[src/rtl/neat_xover_pkg.sv]
// Shared definitions for the NEAT crossover aligner: selection codes, FSM
// state encoding and the LFSR seed.
package neat_xover_pkg;

  localparam logic [1:0] SEL_G1  = 2'b10;
  localparam logic [1:0] SEL_G2  = 2'b11;
  localparam logic [1:0] SEL_END = 2'b01;

  localparam logic [15:0] LFSR_SEED = 16'hACE1;

  typedef enum logic [1:0] {
    ST_IDLE  = 2'd0,
    ST_MERGE = 2'd1,
    ST_DRAIN = 2'd2,
    ST_END   = 2'd3
  } xover_state_t;

endpackage

[src/rtl/neat_lfsr16.sv]
// 16-bit maximal-length Fibonacci LFSR (x^16+x^14+x^13+x^11+1), shifting right;
// bit_out is the current bit 0, and the register advances only when en is high.
module neat_lfsr16
  import neat_xover_pkg::*;
#(
  parameter logic [15:0] SEED = LFSR_SEED
) (
  input  logic clk,
  input  logic rst,
  input  logic en,
  output logic bit_out
);

  logic [15:0] value;

  assign bit_out = value[0];

  always_ff @(posedge clk or negedge rst) begin
    if (!rst) begin
      value <= SEED;
    end else if (en) begin
      value <= {value[0] ^ value[2] ^ value[3] ^ value[5], value[15:1]};
    end
  end

endmodule

[src/rtl/crossover_aligner.sv]
// Merges two innovation-sorted gene streams of NEAT parents into one stream of
// selection words (take g1 / take g2 / end), counting match, disjoint and excess genes.
module crossover_aligner
  import neat_xover_pkg::*;
#(
  parameter int INNOV_W    = 8,
  parameter int FIT_W      = 8,
  parameter int SIZE_W     = 8,
  parameter int MATCH_MODE = 0
) (
  input  logic               clk,
  input  logic               rst,
  input  logic               start,
  input  logic [SIZE_W-1:0]  g1_size,
  input  logic [SIZE_W-1:0]  g2_size,
  input  logic [FIT_W-1:0]   g1_fitness,
  input  logic [FIT_W-1:0]   g2_fitness,
  input  logic               g1_valid,
  input  logic               g2_valid,
  input  logic [INNOV_W-1:0] g1_innov,
  input  logic [INNOV_W-1:0] g2_innov,
  output logic               g1_ready,
  output logic               g2_ready,
  output logic               out_valid,
  input  logic               out_ready,
  output logic [1:0]         out_sel,
  output logic [INNOV_W-1:0] out_innov,
  output logic               busy,
  output logic [SIZE_W-1:0]  n_match,
  output logic [SIZE_W-1:0]  n_disjoint,
  output logic [SIZE_W-1:0]  n_excess,
  output xover_state_t       dbg_state
);

  // Handshakes: a transfer happens on every rising clk where valid and ready
  // are both high. Valid never waits on ready; in MERGE the gX_ready lines
  // depend on both stream valids so neither stream moves before the compare.

  function automatic logic [SIZE_W-1:0] sat_inc(input logic [SIZE_W-1:0] v);
    return (&v) ? v : v + 1'b1;
  endfunction

  xover_state_t       state;
  logic [SIZE_W-1:0]  s1, s2, c1, c2;
  logic [FIT_W-1:0]   f1, f2;
  logic               out_free, g1_done, g2_done, t1, t2, f1_ok, f2_ok;
  logic               lfsr_bit, end_go, load;
  logic [1:0]         match_sel, load_sel;
  logic [INNOV_W-1:0] load_innov;

  assign dbg_state = state;
  assign out_free  = !out_valid || out_ready;
  assign g1_done   = (c1 >= s1);
  assign g2_done   = (c2 >= s2);
  assign t1        = g1_valid && g1_ready;
  assign t2        = g2_valid && g2_ready;
  assign f1_ok     = (f1 >= f2);
  assign f2_ok     = (f2 >= f1);
  assign end_go    = (state == ST_DRAIN) && g1_done && g2_done && out_free;
  assign match_sel = (MATCH_MODE != 0) ? (lfsr_bit ? SEL_G2 : SEL_G1)
                                       : (f1_ok ? SEL_G1 : SEL_G2);

  neat_lfsr16 #(.SEED(LFSR_SEED)) u_lfsr (
    .clk     (clk),
    .rst     (rst),
    .en      (t1 && t2),
    .bit_out (lfsr_bit)
  );

  always_comb begin
    g1_ready = 1'b0;
    g2_ready = 1'b0;
    case (state)
      ST_MERGE: if (out_free && g1_valid && g2_valid) begin
        g1_ready = (g1_innov <= g2_innov);
        g2_ready = (g2_innov <= g1_innov);
      end
      ST_DRAIN: if (out_free) begin
        g1_ready = !g1_done;
        g2_ready = g1_done && !g2_done;
      end
      default: ;
    endcase
  end

  // Word to place in the single output register this cycle, if any.
  always_comb begin
    load       = 1'b0;
    load_sel   = SEL_G1;
    load_innov = '0;
    if (t1 && t2) begin
      load       = 1'b1;
      load_sel   = match_sel;
      load_innov = g1_innov;
    end else if (t1) begin
      load       = f1_ok;
      load_innov = g1_innov;
    end else if (t2) begin
      load       = f2_ok;
      load_sel   = SEL_G2;
      load_innov = g2_innov;
    end else if (end_go) begin
      load       = 1'b1;
      load_sel   = SEL_END;
    end
  end

  always_ff @(posedge clk or negedge rst) begin
    if (!rst) begin
      state      <= ST_IDLE;
      out_valid  <= 1'b0;
      out_sel    <= 2'b00;
      out_innov  <= '0;
      busy       <= 1'b0;
      s1         <= '0;
      s2         <= '0;
      c1         <= '0;
      c2         <= '0;
      f1         <= '0;
      f2         <= '0;
      n_match    <= '0;
      n_disjoint <= '0;
      n_excess   <= '0;
    end else begin
      if (out_valid && out_ready) out_valid <= 1'b0;
      if (load) begin
        out_valid <= 1'b1;
        out_sel   <= load_sel;
        out_innov <= load_innov;
      end
      if (t1) c1 <= sat_inc(c1);
      if (t2) c2 <= sat_inc(c2);
      case (state)
        ST_IDLE: if (start) begin
          s1         <= g1_size;
          s2         <= g2_size;
          f1         <= g1_fitness;
          f2         <= g2_fitness;
          c1         <= '0;
          c2         <= '0;
          n_match    <= '0;
          n_disjoint <= '0;
          n_excess   <= '0;
          busy       <= 1'b1;
          if (g1_size == '0 && g2_size == '0) begin
            state     <= ST_END;
            out_valid <= 1'b1;
            out_sel   <= SEL_END;
            out_innov <= '0;
          end else if (g1_size == '0 || g2_size == '0) begin
            state <= ST_DRAIN;
          end else begin
            state <= ST_MERGE;
          end
        end
        ST_MERGE: begin
          if (t1 && t2) n_match <= sat_inc(n_match);
          else if (t1 || t2) n_disjoint <= sat_inc(n_disjoint);
          if ((t1 && sat_inc(c1) == s1) || (t2 && sat_inc(c2) == s2)) state <= ST_DRAIN;
        end
        ST_DRAIN: begin
          if (t1 || t2) n_excess <= sat_inc(n_excess);
          if (end_go) state <= ST_END;
        end
        ST_END: if (out_valid && out_ready) begin
          state <= ST_IDLE;
          busy  <= 1'b0;
        end
        default: state <= ST_IDLE;
      endcase
    end
  end

endmodule

[config.mk]
export PLATFORM = sky130hd
export DESIGN_NAME = crossover_aligner
export DESIGN_NICKNAME = d
export VERILOG_FILES = /design/src/rtl/neat_xover_pkg.sv /design/src/rtl/neat_lfsr16.sv /design/src/rtl/crossover_aligner.sv
export SDC_FILE = /design/constraint.sdc
export NUM_CORES = 1
export LEC_CHECK = 0
export ABC_AREA = 0
export CORE_MARGIN = 2
export CORE_UTILIZATION = 26
export DETAILED_ROUTE_END_ITERATION = 6
export HOLD_SLACK_MARGIN = 0.15
export PLACE_DENSITY = 0.53
export SYNTH_ARGS = -nofsm -noshare
export SYNTH_HDL_FRONTEND = slang
export SYNTH_HIERARCHICAL = 1
export SYNTH_SLANG_ARGS = --single-unit
[constraint.sdc]
create_clock -name clk -period 7.46 [get_ports clk]
set_clock_uncertainty 0.05 [all_clocks]
set_input_delay 1.492 -clock clk [delete_from_list [all_inputs] [get_ports clk]]
set_output_delay 1.492 -clock clk [all_outputs]
set_load 0.02 [all_outputs]
==> results of run 1 <==
-- Yosys cell counts (all sizes together), types with 2 or more instances --
cell type and instances:
a211oi 5, a21boi 2, a21o 6, a21oi 41, a221oi 2, a22oi 9, a311oi 8, a31oi 16
a32o 2, a41oi 2, and2 6, and3 9, and4 3, buf 7, clkbuf 15, dfrtp 86
ha 44, inv 52, mux2 5, mux2i 9, nand2 98, nand2b 10, nand3 25, nand3b 2
nand4 11, nor2 45, nor2b 5, nor3 13, nor4 6, o2111ai 5, o211a 2, o211ai 2
o21a 9, o21ai 48, o311ai 2, o31ai 4, or3 2, or4 6, xnor2 16, xor2 9
-- area by class of cell --
cell class / instances / area (sq um)
Timing Repair Buffer: 97 / 958
Multi-Input combinational cell: 502 / 3190
Tap cell: 275 / 344
Clock buffer: 10 / 239
Sequential cell: 86 / 2150
Inverter: 52 / 195
Fill cell: 2184 / 14000
Clock inverter: 5 / 108
-- metal layers --
layer	vias to the layer above	wire, um
met2	92	7400
li1	2541	-
met1	2431	7440
met5	-	0
met3	15	550
met4	0	253
-- worst register-to-register path, delay by kind of cell (launching register included) --
family | cells | cell delay [ps]
buffers and inverters | 2 | 410
muxes | 1 | 390
and+or+nand+nor | 2 | 500
adders and majority gates | 1 | 550
AOI/OAI and AO/OA | 3 | 1390
DFF | 1 | 430
-- stage by stage --
step	utilization [%]	area (sq um)	hold slack [ps]	worst slack, ps	power (mW)
finish	34.0	7190	430	1980	2.21
global route	34.0	7190	455	1810	2.40
CTS	34.0	7190	436	1980	2.24
detailed placement	32.4	6840	420	1990	1.70
global placement	32.4	6840	421	2000	1.69
floorplan	-	5640	400	3160	1.36
-- logic make-up after synthesis --
| logic type | after synthesis |
|---|---|
| fa+ha+maj | 44 |
| compound gates | 175 |
| xor+xnor | 25 |
| mux | 14 |
| simple gates | 244 |
| flops | 86 |
| buf+inv | 74 |
-- power by group --
part           internal [mW]  switching, mW
combinational          0.403          0.571
clock                  0.336          0.196
sequential             0.601          0.105
total                   1.34          0.872
-- state kept, by name (all words and copies together) (netlist names), 8 cells and up --
register / count
n_excess: 8
c1: 8
s2: 8
f2: 8
s1: 8
f1: 8
out_innov: 8
n_match: 8
n_disjoint: 8
c2: 8
-- how the worst max path moves through the flow --
stage                     depth (start not counted)  slack (ps)       end
after detailed placement                         10        1990  g2_ready
after CTS                                        10        1980  g2_ready
after global placement                           10        2000  g2_ready
after floorplan                                   7        3160  g1_ready
after global routing                             10        1810  g2_ready
final                                            10        1980  g2_ready
==> impl_metrics.csv, run 1 <==
group,metric,value,unit
status,status,"finished, final reports clean",
synthesis,syn_nets,760,
final_layout,layout_common_cells,"nand2_1, clkdlybuf4s50_1, dfrtp_1",
global_route,grt_pass1_vias,5017,
global_route,overflow,0,
critical_path,path_buf_inv,3,
global_route,top_usage_layer,"met2",
placement,dp_hpwl,11800,um
synthesis,synth_cells,662,
die,dieArea,0.0229,sq mm
final_layout,final_common_cell,"nand2_1",
die,rows,53,
placement,placed_cells,1012,
clock_tree,cts.path.max_buffers,2,
sta,hold_viol_final,0,
sta,slew_viol_final,0,
die,start_util,26.7,%
critical_path,worstPathRequired,5920,ps
final_layout,layout.nets,846,
placement,place_congestion,0.832,
critical_path,crit_family,"buffers and inverters",
die,die_width,151,um
sta,max_freq,0.182,GHz
routing,drt-total-wl,15700,um
critical_path,reg2reg_slack,3650,ps
final_layout,diodes,0,
critical_path,cp.arrival,3940,ps
routing,ant_nets,0,
die,die_height,151,um
routing,drtPass1Iterations,6,
synthesis,synth_seq_cells,86,
power_and_ir_drop,p_per_area,308,mW/mm^2
hold_path,hp-start,"f2[3]",
synthesis,synth_top_area_cell,"dfrtp_1",
sta,finalSetupTns,0,ps
synthesis,synth_edf_count,0,
power_and_ir_drop,ir_worst_vdd,0.000120,V
sta,min_period,5480,ps
synthesis,synth_ff_type,"dfrtp_1",
clock_tree,clock-sinks,86,
synthesis,synthMuxAreaShare,2.60,%
flow_run,cap_viol_max_count,0,
critical_path,crit_path_start_kind,"primary input",
final_layout,areaGrowthSynthToFinish,27.5,%
global_route,grt_max_degree,74,
sta,slew_headroom,46.9,%
critical_path,critPathCaptureType,"primary output",
synthesis,synth-compound-area-share,20.1,%
clock_tree,root_buffer,"clkbuf_16",
routing,drc_errors,0,
sta,setup_viol,0,
final_layout,stdcell_count,1027,
synthesis,ys_async_sr_fraction,100,%
synthesis,synth_top_area_share,38.2,%
clock_tree,cts_tree,"done",
clock_tree,postCtsSetupRepairBufs,0,
global_route,antenna_found_initial,0,
global_route,met3_usage,2.92,%
die,coreArea,0.0212,sq mm
clock_tree,htreeDepth,3,
hold_path,min_path_type,"flop to flop",
hold_path,worstHoldEndpoint,"f2[3]",
routing,dr.first_iter.drc_count,307,
synthesis,synth-simple-area-share,20.3,%
critical_path,crit_chain,"clkdlybuf4s50_1, inv_1, ha_1, nor2b_1, o211ai_1, a211oi_1, nor3_1, nor2_1, nor2_1, clkdlybuf4s50_1",
hold_path,hold_depth,2,
clock_tree,clk_pin_slew_worst_paths,60,ps
critical_path,r2r_cells,9,
synthesis,ys_warn_count,6,
critical_path,rr_endpoint,"n_disjoint[0]",
global_route,grt_use_met1,18.6,%
clock_tree,hold_buffers,0,
sta,min_period_over_period,73.5,%
routing,wire_per_inst,15.2,um
synthesis,synth_xor_area_share,3.88,%
placement,port_buffers,93,
clock_tree,clk_latency,350,ps
critical_path,slowest_stage,"clkdlybuf4s50_1",
critical_path,rr_startpoint,"dbg_state[1]",
routing,num_vias,5079,
synthesis,synth_top_family_by_area,"simple AND/OR/NAND/NOR gates",
routing,vias_per_cell,4.95,
synthesis,yosysSeqAreaShare,38.2,%
global_route,grtUsageMet2,23.8,%
synthesis,synth.distinct_cells,59,
synthesis,netlist_top_cells_area,"dfrtp_1, ha_1, nand2_1",
sta,grt_setup_unrepaired,"no",
sta,worst_pin_slew,796,ps
synthesis,syn-mean-instance-area,8.52,sq um
synthesis,yosys.area_share.adder,9.76,%
critical_path,crit_start,"g1_innov[1]",
final_layout,final_layout_size_suffix_gt1_share,3.86,%
global_route,gr-usage-all-layers,14.3,%
die,io_pins,94,
critical_path,crit_type,"primary input to primary output",
clock_tree,cts-resized-gates,0,
synthesis,synth_area,0.00564,sq mm
power_and_ir_drop,p_leak,3.10,nW
critical_path,crit_fanout,2,
clock_tree,cts-buffers-inserted,9,
global_route,grt_pass1_wl,25800,um
critical_path,cpPeakStageDelay,630,ps
Note: power is estimated with default switching activity, not from simulation.
==> inputs of run 2 (changes only) <==
- clock period: 7.46 -> 5.59 ns (I/O delays scaled with it)
==> impl_metrics.csv, run 2 (same netlist as run 1, synthesis figures left out) <==
group,metric,value,unit
critical_path,worstPathRequired,4420,ps
die,io_pins,94,
critical_path,rr_startpoint,"c1[0]",
critical_path,r2r_cells,10,
power_and_ir_drop,p_per_area,405,mW/mm^2
global_route,grtUsageMet2,23.6,%
final_layout,regArea,0.00215,sq mm
die,die_height,151,um
clock_tree,hold_buffers,0,
routing,vias_per_cell,4.95,
die,rows,53,
power_and_ir_drop,power_switching,1.17,mW
routing,drt-total-wl,15900,um
routing,wire_per_inst,15.5,um
final_layout,design_area,0.00716,sq mm
global_route,top_usage_layer,"met2",
die,coreArea,0.0212,sq mm
critical_path,path_buf_inv,3,
clock_tree,htreeDepth,3,
sta,finalSetupTns,0,ps
global_route,overflow,0,
clock_tree,cts-buffers-inserted,9,
routing,ant_nets,0,
critical_path,reg2reg_slack,1890,ps
routing,dr.first_iter.drc_count,274,
sta,hold_viol_final,0,
routing,drc_errors,0,
clock_tree,clk_latency,350,ps
critical_path,crit_type,"primary input to primary output",
power_and_ir_drop,pwr-share-comb,45.0,%
hold_path,hp-start,"f2[3]",
hold_path,min_path_type,"flop to flop",
clock_tree,cts_tree,"done",
clock_tree,postCtsSetupRepairBufs,0,
power_and_ir_drop,p_int,1.73,mW
sta,slew_viol_final,0,
final_layout,multi_input_area,0.00319,sq mm
final_layout,diodes,0,
clock_tree,clock-sinks,86,
critical_path,cpPeakStageDelay,630,ps
die,start_util,26.7,%
global_route,grt_use_met1,19.6,%
critical_path,cp.arrival,3600,ps
sta,grt_setup_unrepaired,"no",
final_layout,areaGrowthSynthToFinish,27.0,%
critical_path,slowest_stage,"clkdlybuf4s50_1",
power_and_ir_drop,power,2.90,mW
power_and_ir_drop,p_leak,3.09,nW
hold_path,worstHoldEndpoint,"f2[3]",
hold_path,hold_depth,2,
global_route,antenna_found_initial,0,
power_and_ir_drop,p_sw_share,40.3,%
final_layout,final_layout_size_suffix_gt1_share,3.85,%
power_and_ir_drop,ir_worst_vdd,0.000163,V
placement,place_congestion,0.820,
sta,setup_viol,0,
sta,min_period,4770,ps
critical_path,crit_chain,"clkdlybuf4s50_1, inv_1, ha_1, nor2b_1, o211ai_1, a211oi_1, nor3_1, nor2_1, nor2_1, clkdlybuf4s50_1",
critical_path,critPathCaptureType,"primary output",
placement,post_dp_cell_area,0.00686,sq mm
power_and_ir_drop,pwr-share-clk,22.4,%
global_route,gr-usage-all-layers,14.7,%
flow_run,cap_viol_max_count,0,
clock_tree,cts-resized-gates,0,
clock_tree,clk_pin_slew_worst_paths,60,ps
global_route,met3_usage,2.23,%
sta,max_freq,0.210,GHz
sta,slew_headroom,51.9,%
clock_tree,root_buffer,"clkbuf_16",
status,status,"finished, final reports clean",
clock_tree,cts.path.max_buffers,2,
final_layout,layout_common_cells,"nand2_1, clkdlybuf4s50_1, dfrtp_1",
routing,num_vias,5091,
placement,dp_hpwl,12000,um
die,die_width,151,um
power_and_ir_drop,power_frac_seq,32.5,%
routing,drtPass1Iterations,5,
final_layout,final_common_cell,"nand2_1",
final_layout,fill_cells,2201,
sta,worst_pin_slew,722,ps
critical_path,crit_family,"buffers and inverters",
critical_path,rr_endpoint,"out_sel[1]",
global_route,grt_pass1_wl,26100,um
sta,min_period_over_period,85.3,%
placement,port_buffers,93,
global_route,grt_pass1_vias,4913,
die,dieArea,0.0229,sq mm
critical_path,crit_fanout,2,
critical_path,crit_path_start_kind,"primary input",
global_route,grt_max_degree,74,
final_layout,layout.nets,848,
==> run 2: cell type report <==
| cell class | count | area share [%] |
|---|---|---|
| Timing Repair Buffer | 99 | 13.6 |
| Clock inverter | 4 | 1.03 |
| Clock buffer | 10 | 3.20 |
| Tap cell | 275 | 4.80 |
| Sequential cell | 86 | 30.0 |
| Multi-Input combinational cell | 502 | 44.6 |
| Inverter | 52 | 2.73 |
==> run 2: worst register-to-register path, cell delays in order (launching register included) <==
cell and delay (ps):
dfrtp_1 440, inv_1 70, ha_1 260, nand2b_1 140, a2111o_1 460, a31oi_1 310, or4_1 370, nand2_1 310
or3_1 600, and2_1 340, o211a_1 250
==> run 2: layer usage <==
layer	up-vias	routed length, um
met4	0	330
met1	2424	7550
met2	101	7440
li1	2545	-
met5	-	0
met3	21	624
==> run 2: how the worst max path moves through the flow <==
stage / startpoint / end / slack (ps) / depth (start not counted)
2_1_floorplan: g1_innov[1] / n_match[2] / 1760 / 13
3_3_place_gp: g1_innov[1] / g1_ready / 880 / 9
3_5_place_dp: g1_innov[1] / g2_ready / 860 / 10
4_1_cts: g1_innov[1] / g2_ready / 860 / 10
5_1_grt: g1_innov[1] / g1_ready / 700 / 9
6_report: g1_innov[1] / g2_ready / 820 / 10
==> run 2: power by group through the flow <==
stage,Combinational [mW],Clock (mW),Sequential [mW]
finish,1.31,0.651,0.944
global route,1.49,0.696,0.972
CTS,1.32,0.668,0.947
detailed placement,1.32,0,0.956
global placement,1.31,0,0.955
floorplan,0.819,0,0.990
==> run 2: per-stage QoR <==
step                      worst slack (ps)  util, %  std cells  hold WS, ps
after global placement                 882     32.4       1014          420
after floorplan                       1760        -        662          400
final                                  821     33.9       1028          433
after CTS                              857     33.9       1028          439
after global routing                   698     33.9       1028          454
after detailed placement               862     32.4       1014          423
==> inputs of run 3 (changes only) <==
- ABC_AREA: 0 -> 1
==> impl_metrics.csv, run 3 <==
group,metric,value,unit
synthesis,synth_edf_count,0,
die,dieArea,0.0240,sq mm
clock_tree,cts.path.max_buffers,2,
placement,dp_hpwl,11100,um
sta,min_period,4500,ps
clock_tree,cts-buffers-inserted,9,
synthesis,synthMuxAreaShare,0,%
critical_path,crit_fanout,3,
sta,worst_pin_slew,658,ps
critical_path,crit_chain,"clkdlybuf4s50_1, inv_1, ha_1, a21oi_1, nand2_1, nand2_1, nand2_1, nand2_1, nand2_1, nand2_2, nand2_4, inv_1, clkdlybuf4s50_1",
global_route,grt_max_degree,54,
synthesis,synth_commonest_cells,"nand2_1, inv_1, dfrtp_1",
synthesis,ys_async_sr_fraction,100,%
synthesis,synth_seq_cells,86,
routing,num_vias,5088,
synthesis,synth_top_family_by_area,"simple AND/OR/NAND/NOR gates",
die,die_width,155,um
power_and_ir_drop,ir_worst_vdd,0.000194,V
die,start_util,26.3,%
die,die_height,155,um
final_layout,diodes,0,
global_route,grt_pass1_vias,4988,
clock_tree,cts_tree,"done",
global_route,gr-usage-all-layers,13.0,%
clock_tree,htreeDepth,3,
critical_path,cpPeakStageDelay,600,ps
synthesis,synth_top_area_cell,"dfrtp_1",
routing,ant_nets,0,
sta,holdWs,438,ps
final_layout,final_layout_size_suffix_gt1_share,9.80,%
critical_path,reg2reg_slack,2360,ps
clock_tree,clock-sinks,86,
routing,drc_errors,0,
sta,min_period_over_period,80.5,%
global_route,overflow,0,
clock_tree,clk_latency,350,ps
critical_path,crit_path_start_kind,"primary input",
sta,finalSetupTns,0,ps
synthesis,syn-mean-instance-area,7.59,sq um
critical_path,rr_endpoint,"out_innov[7]",
sta,max_freq,0.222,GHz
synthesis,yosys.area_share.adder,9.32,%
critical_path,crit_path_frequent_cell,"nand2_1",
sta,hold_viol_final,0,
synthesis,ys_warn_count,6,
final_layout,post-route-util,32.9,%
critical_path,slowest_stage,"clkdlybuf4s50_1",
status,status,"finished, final reports clean",
synthesis,synth.distinct_cells,41,
hold_path,hp-start,"f2[3]",
clock_tree,clk_pin_slew_worst_paths,60,ps
final_layout,layout.nets,960,
synthesis,synth_xor_area_share,3.94,%
critical_path,cp.arrival,3330,ps
critical_path,rr_startpoint,"dbg_state[0]",
sta,slew_headroom,56.0,%
sta,setup_viol,0,
synthesis,synth_cells,779,
critical_path,crit_type,"primary input to primary output",
global_route,antenna_found_initial,0,
synthesis,synth_ff_type,"dfrtp_1",
routing,dr.first_iter.drc_count,242,
routing,drtPass1Iterations,4,
sta,grt_setup_unrepaired,"no",
hold_path,worstHoldEndpoint,"f2[3]",
clock_tree,postCtsSetupRepairBufs,0,
synthesis,synth_most_common_cell,"nand2_1",
placement,port_buffers,93,
die,coreArea,0.0225,sq mm
clock_tree,root_buffer,"clkbuf_16",
clock_tree,cts-resized-gates,0,
hold_path,hold_depth,2,
synthesis,synth_area,0.00591,sq mm
synthesis,yosysSeqAreaShare,36.4,%
global_route,grt_pass1_wl,25000,um
synthesis,synth_top_area_share,36.4,%
critical_path,worstPathRequired,4420,ps
die,io_pins,94,
critical_path,critPathCaptureType,"primary output",
final_layout,layout_common_cells,"nand2_1, clkdlybuf4s50_1, inv_1",
hold_path,min_path_type,"flop to flop",
power_and_ir_drop,p_leak,3.70,nW
final_layout,final_common_cell,"nand2_1",
routing,drt-total-wl,15000,um
synthesis,synth-simple-area-share,30.0,%
routing,vias_per_cell,4.42,
placement,place_congestion,0.758,
synthesis,synth-compound-area-share,11.2,%
critical_path,r2r_cells,13,
routing,wire_per_inst,13.1,um
flow_run,cap_viol_max_count,0,
power_and_ir_drop,p_per_area,453,mW/mm^2
synthesis,netlist_top_cells_area,"dfrtp_1, nand2_1, ha_1",
clock_tree,hold_buffers,0,
die,rows,55,
final_layout,areaGrowthSynthToFinish,25.1,%
sta,slew_viol_final,0,
synthesis,syn_nets,877,
[run 3: cell types whose count changed after synthesis, moves of 12 or more]
cell | previous run | this run
nand2_1 | 98 | 212
inv_1 | 52 | 89
nand3_1 | 25 | 46
a21oi_1 | 41 | 28
inv_2 | 0 | 13
xnor2_1 | 16 | 3
xor2_1 | 9 | 21
[run 3: logic make-up (layout without fill, tap and decap cells)]
family | Yosys count | count (layout)
buffers and inverters | 128 | 216
adder cells (fa/ha/maj) | 44 | 44
AND/OR/NAND/NOR | 380 | 380
flip-flops | 86 | 86
AO/OA/AOI/OAI | 116 | 116
XOR/XNOR | 25 | 25
[run 3: worst max-delay path, delay by kind of cell]
kind,cells,cell delay (ps)
simple gates,7,540
compound gates,1,160
buf+inv,4,1210
fa+ha+maj,1,300
[run 3: where the power goes]
part	leakage, nW	switching [mW]	internal, mW
logic	2.44	1.04	0.641
registers	1.11	0.173	0.845
clock network	0.157	0.253	0.403
[run 3: cell type report]
class,instances,area [sq um]
Fill cell,2369,15100
Multi-Input combinational cell,565,3220
Sequential cell,86,2150
Timing Repair Buffer,97,958
Inverter,103,387
Tap cell,285,357
Clock buffer,12,246
Clock inverter,4,70.1
[run 3: per-stage QoR]
stage          instance area (sq um)  setup WS (ps)  instances  power, mW
3_5_place_dp                    7080           1090       1136       2.72
6_report                        7390           1090       1152       3.35
3_3_place_gp                    7080           1080       1136       2.70
2_1_floorplan                   5910           2240        779       2.22
4_1_cts                         7390           1090       1152       3.40
5_1_grt                         7390            940       1152       3.68
[run 3: routing by layer]
metal / up-vias / part of all wire, % / track usage, %
met2: 78 / 46 / 21.8
met1: 2312 / 49 / 16.9
li1: 2685 / - / -
met4: 0 / 1.4 / 3.66
met5: - / 0 / 0
met3: 13 / 3.5 / 2.89
[run 3: worst max-delay path by stage]
stage / startpoint / to / slack [ps]
6_report: g1_innov[3] / g2_ready / 1090
3_3_place_gp: g1_innov[7] / g2_ready / 1080
2_1_floorplan: g1_innov[7] / g2_ready / 2240
5_1_grt: g1_innov[3] / g2_ready / 940
3_5_place_dp: g1_innov[7] / g2_ready / 1090
4_1_cts: g1_innov[3] / g2_ready / 1090
